===== src/rtl/fifo_wr_arbiter.sv =====
// Round-robin arbiter sharing one async-FIFO write port among NUM_REQ packet sources.
// Grant is held until packet end or burst limit; ready throttles on the FIFO fill count.
module fifo_wr_arbiter #(
    parameter int unsigned NUM_REQ    = 4,
    parameter int unsigned DATA_W     = 32,
    parameter int unsigned CNT_W      = 11,
    parameter int unsigned FIFO_DEPTH = 1024,
    parameter int unsigned HEADROOM   = 16,
    parameter int unsigned MAX_BURST  = 64
) (
    input  logic                      clk,
    input  logic                      rst_n,
    input  logic [NUM_REQ-1:0]        req_valid,
    input  logic [NUM_REQ*DATA_W-1:0] req_data,
    input  logic [NUM_REQ-1:0]        req_last,
    output logic [NUM_REQ-1:0]        req_ready,
    output logic [NUM_REQ-1:0]        grant,
    output logic                      fifo_wr_en,
    output logic [DATA_W-1:0]         fifo_din,
    input  logic                      fifo_wr_full,
    input  logic [CNT_W-1:0]          fifo_wr_data_count,
    output logic                      busy,
    output logic                      overflow_err
);

    localparam int unsigned OWN_W  = $clog2(NUM_REQ);
    localparam int unsigned BC_W   = (MAX_BURST > 1) ? $clog2(MAX_BURST) : 1;
    localparam int unsigned THRESH = FIFO_DEPTH - HEADROOM;

    typedef enum logic {
        IDLE  = 1'b0,
        BURST = 1'b1
    } state_t;

    state_t              state, state_n;
    logic [OWN_W-1:0]    last_owner, last_owner_n;
    logic [BC_W-1:0]     beat_cnt, beat_cnt_n;
    logic [NUM_REQ-1:0]  grant_n;
    logic                wr_en_n;
    logic [DATA_W-1:0]   din_n;
    logic                overflow_n;

    logic                space_ok;
    logic                xfer;
    logic                pick_found;
    logic [OWN_W-1:0]    pick;
    logic [DATA_W-1:0]   sel_data;
    int unsigned         idx;

    // Headroom absorbs the write-side count latency so the FIFO never fills under us
    assign space_ok  = !fifo_wr_full && (fifo_wr_data_count < CNT_W'(THRESH));
    assign xfer      = (state == BURST) && space_ok && req_valid[last_owner];
    assign req_ready = ((state == BURST) && space_ok) ? grant : '0;
    assign busy      = (state == BURST);

    // First valid source searching upward from last_owner+1 with wrap
    always_comb begin
        pick       = last_owner;
        pick_found = 1'b0;
        idx        = 0;
        for (int unsigned k = 1; k <= NUM_REQ; k++) begin
            idx = 32'(last_owner) + k;
            if (idx >= NUM_REQ) begin
                idx = idx - NUM_REQ;
            end
            if (!pick_found && req_valid[OWN_W'(idx)]) begin
                pick_found = 1'b1;
                pick       = OWN_W'(idx);
            end
        end
    end

    always_comb begin
        sel_data = '0;
        for (int unsigned i = 0; i < NUM_REQ; i++) begin
            if (OWN_W'(i) == last_owner) begin
                sel_data = req_data[i*DATA_W +: DATA_W];
            end
        end
    end

    always_comb begin
        state_n      = state;
        last_owner_n = last_owner;
        beat_cnt_n   = beat_cnt;
        grant_n      = grant;
        wr_en_n      = 1'b0;
        din_n        = fifo_din;
        overflow_n   = overflow_err | (fifo_wr_en & fifo_wr_full);

        case (state)
            IDLE: begin
                if (pick_found && space_ok) begin
                    state_n      = BURST;
                    grant_n      = NUM_REQ'(1) << pick;
                    last_owner_n = pick;
                    beat_cnt_n   = '0;
                end
            end
            BURST: begin
                if (xfer) begin
                    wr_en_n    = 1'b1;
                    din_n      = sel_data;
                    beat_cnt_n = beat_cnt + BC_W'(1);
                    // Burst-limit exit releases the port mid-packet; the source resumes later
                    if (req_last[last_owner] || (beat_cnt == BC_W'(MAX_BURST - 1))) begin
                        state_n    = IDLE;
                        grant_n    = '0;
                        beat_cnt_n = '0;
                    end
                end
            end
            default: begin
                state_n = IDLE;
                grant_n = '0;
            end
        endcase
    end

    always_ff @(posedge clk) begin
        if (!rst_n) begin
            state        <= IDLE;
            last_owner   <= OWN_W'(NUM_REQ - 1);
            beat_cnt     <= '0;
            grant        <= '0;
            fifo_wr_en   <= 1'b0;
            fifo_din     <= '0;
            overflow_err <= 1'b0;
        end else begin
            state        <= state_n;
            last_owner   <= last_owner_n;
            beat_cnt     <= beat_cnt_n;
            grant        <= grant_n;
            fifo_wr_en   <= wr_en_n;
            fifo_din     <= din_n;
            overflow_err <= overflow_n;
        end
    end

endmodule


===== config.mk =====
export PLATFORM = sky130hd
export DESIGN_NAME = fifo_wr_arbiter
export DESIGN_NICKNAME = d
export VERILOG_FILES = /design/src/rtl/fifo_wr_arbiter.sv
export SDC_FILE = /design/constraint.sdc
export NUM_CORES = 1
export LEC_CHECK = 0
export ABC_CLOCK_PERIOD_IN_PS = 3540
export CORE_MARGIN = 10
export CORE_UTILIZATION = 39
export CTS_CLUSTER_SIZE = 30
export DETAILED_ROUTE_END_ITERATION = 10
export MAX_ROUTING_LAYER = met4
export PLACE_DENSITY = 0.89
export REMOVE_ABC_BUFFERS = 1
export SLEW_MARGIN = 20
export SYNTH_ARGS = -nofsm -noshare
export SYNTH_HDL_FRONTEND = slang
export SYNTH_SLANG_ARGS = --single-unit

===== constraint.sdc =====
create_clock -name clk -period 3.54 [get_ports clk]
set_clock_uncertainty 0.1 [all_clocks]
set_input_delay 0.531 -clock clk [delete_from_list [all_inputs] [get_ports clk]]
set_output_delay 0.531 -clock clk [all_outputs]
set_load 0.005 [all_outputs]

==> results by group <==
Run status
  • Status: finished, final reports clean

GRT
  • Initial antenna violation count: 0
  • Vias in the first global route: 3892
  • Largest net degree at the start of global routing: a little under 50
  • Total GRT Usage: between 10% and 20%
  • Overflow left after global routing: 0
  • Global-route wire length before repair: between 15000 and 20000 um

Critical path
  • Setup CP Type: reg -> reg
  • CP Launch Type: register
  • Worst-path cell chain: inv_1 -> ha_1 -> nor2b_1 -> a211oi_1 -> o22ai_1 -> o31a_1 -> and2_2 -> a32o_1
  • Worst path bufs/invs: 1
  • CP Capture Type: register
  • WP data required: approximately 3600 ps
  • CP max stage delay: 640 ps
  • Slowest cell on the critical path: ha_1
  • Arr. time, crit path: 3260 ps
  • Max FO, Critical Path: 14
  • Worst path top cell family by delay: compound AO/OA/AOI/OAI gates

Yosys
  • Post-synth EDFFs: 0
  • Yosys cell types: 50
  • Mapped Area: ~3300 um2
  • Post-synth top flop: dfxtp_1
  • Synth Instances: about 430
  • #FFs+latches synth: between 40 and 50
  • Asr flop ratio synth: 0%
  • Seq/Total Area, Yosys: about 29%
  • Synth warn: 0
  • Syn_area_per_cell: about 7.8 um2

Layout
  • Layout cells sized above 1: around 6.0%
  • Storage element area: 941 um2
  • Layout net count: 742
  • Area used by multi-input combinational logic: around 2100 um2
  • Fin area: 5350 um2
  • # diodes: 0
  • Area growth syn-to-layout: 62.2%
  • Fillers: 673

Die
  • Top-Level Pins: between 150 and 200
  • FP Rows: 33
  • Initial cell density of the core: roughly two fifths
  • Die area: roughly 13000 um2
  • Core ar.: 8220 um2
  • Die height: approximately 110 um
  • Die outline width: 112 um

Place
  • Placed Area: between 5000 and 6000 um2
  • Port Buffer Count: 188
  • DP HPWL: 9610 um
  • Routability cong.: around 0.9

Worst hold path
  • Worst min path class: reg -> reg

STA
  • Final period util: 89.6%
  • Final setup TNS: 0 ps
  • Max transition margin: a little under three fifths
  • Final setup viols: 0
  • Final worst path period need: between 3000 and 4000 ps
  • Hold Slack: 392 ps
  • Final-report max-slew violation count: 0
  • Fmax: 315 MHz
  • RSZ-0062 raised after global routing: false
  • Actual slew at the worst max-slew pin: 668 ps
  • Endpoints failing hold: 0

CTS
  • Total CTS buffers: 5
  • CTS root buffer: clkbuf_8
  • CTS tree: built
  • Reg clk slew, reported paths: roughly 80 ps
  • Skew-Pair Late Insertion Delay: ~290 ps
  • Clock tree sinks: 47
  • Post-CTS Resized: 0
  • Clock H-tree levels: 2
  • CTS Hold Buffers Added: 0
  • Post-CTS Setup Bufs: 0
  • Clock buffer depth: 2

Route
  • Via count: a little under 4000
  • DRT Pass-1 Iters: 5
  • Routed wire length: 12400 um
  • Vias/cell: about 5.6
  • First-iteration detailed-routing DRC count: about 170
  • Routed Antenna Nets: 0
  • Drc violations: 0
  • Wire per inst: about 18 um

Power
  • PwrDens: between 200 and 300 nW/um2
  • Maximum VDD drop: 0.000183 V
  • Static Leak: approximately 2.3 nW

Flow run
  • MaxCap Viol Count: 0
==> sequential cells by signal, summed over array words and instances (netlist names) <==
| register | cells |
|---|---|
| grant | 4 |
| fifo_din | 32 |
| beat_cnt | 6 |
| busy | 1 |
| last_owner | 2 |
| fifo_wr_en | 1 |
| overflow_err | 1 |
==> metrics by stage <==
step | instances | setup slack, ps | total power, mW | utilization [%]
after floorplan | 381 | 412 | 0.816 | -
after CTS | 693 | 382 | 1.51 | 65.1
final | 693 | 368 | 1.50 | 65.1
after global placement | 685 | 538 | 1.08 | 63.7
after detailed placement | 685 | 411 | 1.10 | 63.7
after global routing | 693 | 139 | 1.58 | 65.1
==> worst reg2reg max path, cell delays in order, from the launching register on <==
cell and delay [ps]:
dfxtp_1 580, inv_1 220, ha_1 640, nor2b_1 120
a211oi_1 300, o22ai_1 180, o31a_1 410, and2_2 270
a32o_1 250
==> final timing paths <==
check	from	endpoint	slack [ps]	cells after the start
setup / recovery	last_owner[1]	grant[0]	370	8
hold / removal	beat_cnt[4]	beat_cnt[4]	390	2
setup reg to reg	last_owner[1]	grant[0]	370	8
hold reg to reg	beat_cnt[4]	beat_cnt[4]	390	2
==> per-layer routing <==
| layer | share of wire (%) | vias up | global-route usage [%] |
|---|---|---|---|
| met1 | 41 | 1788 | 20.6 |
| met4 | 1.8 | 0 | 6.09 |
| met5 | 0 | - | - |
| li1 | - | 1899 | - |
| met2 | 50 | 141 | 33.1 |
| met3 | 6.4 | 21 | 5.48 |
==> layout by cell type, fill, tap and decap left out, types with 2 or more instances in the layout <==
| master | count |
|---|---|
| clkdlybuf4s50_1 | 188 |
| nand2_1 | 71 |
| a21oi_1 | 68 |
| dfxtp_1 | 47 |
| o211ai_1 | 34 |
| nand3b_1 | 32 |
| o211a_1 | 32 |
| nor2_1 | 12 |
| inv_1 | 9 |
| buf_4 | 9 |
| mux2i_1 | 8 |
| nor3_1 | 6 |
| clkbuf_8 | 6 |
| or3_1 | 5 |
| nand3_1 | 5 |
| a221oi_2 | 3 |
| and3_1 | 3 |
| o2111ai_1 | 3 |
| ha_2 | 3 |
| nand4_1 | 2 |
| a211oi_1 | 2 |
| nor2b_1 | 2 |
| mux2_2 | 2 |
| o22ai_1 | 2 |
| o21ai_0 | 2 |
| and2_1 | 2 |
| a21boi_0 | 2 |
| a32o_1 | 2 |
| ha_1 | 2 |
| buf_12 | 2 |
==> Yosys cell counts, drive strengths merged, types with 2 or more instances <==
master / count / area share (%)
o22ai: 2 / 0.38
clkbuf: 27 / 3.1
nand3: 5 / 0.76
a221oi: 3 / 1.4
nor2: 12 / 1.4
buf: 17 / 2.8
mux2i: 8 / 2.4
nor3: 7 / 1.2
mux2: 2 / 0.68
a32o: 2 / 0.61
o21ai: 3 / 0.46
o211a: 32 / 9.7
inv: 9 / 1.0
and2: 3 / 0.61
and3: 3 / 0.57
nand3b: 32 / 7.3
nand2: 71 / 8.1
o2111ai: 3 / 0.80
o32ai: 2 / 0.76
nand4: 2 / 0.38
a21boi: 3 / 0.68
a21oi: 68 / 10
a211oi: 2 / 0.46
mux4: 2 / 1.5
ha: 5 / 1.9
dfxtp: 47 / 29
o211ai: 34 / 7.7
or3: 5 / 0.95
nor2b: 2 / 0.38
==> cell families (layout without fill, tap and decap cells) <==
group	count (synthesis)	in the layout	synth area share (%)
buf+inv	53	216	6.94
simple gates	147	147	22.9
fa+ha+maj	5	5	1.90
flops	47	47	28.5
compound gates	161	161	35.1
mux	12	12	4.59
==> layout make-up <==
type	instances	share of cell area, %
flip-flops and latches	47	17.6
well taps	105	2.46
multi-input cells	325	39.9
clock buffers	6	1.54
clock inverters	2	0.655
inverters	9	0.631
repair buffers	199	37.2
==> report_power, final <==
part,switching (mW),total [mW],internal [mW]
Clock,0.182,0.410,0.229
Combinational,0.245,0.529,0.284
Sequential,0.0144,0.560,0.545
(Power assumes the default switching activity.)
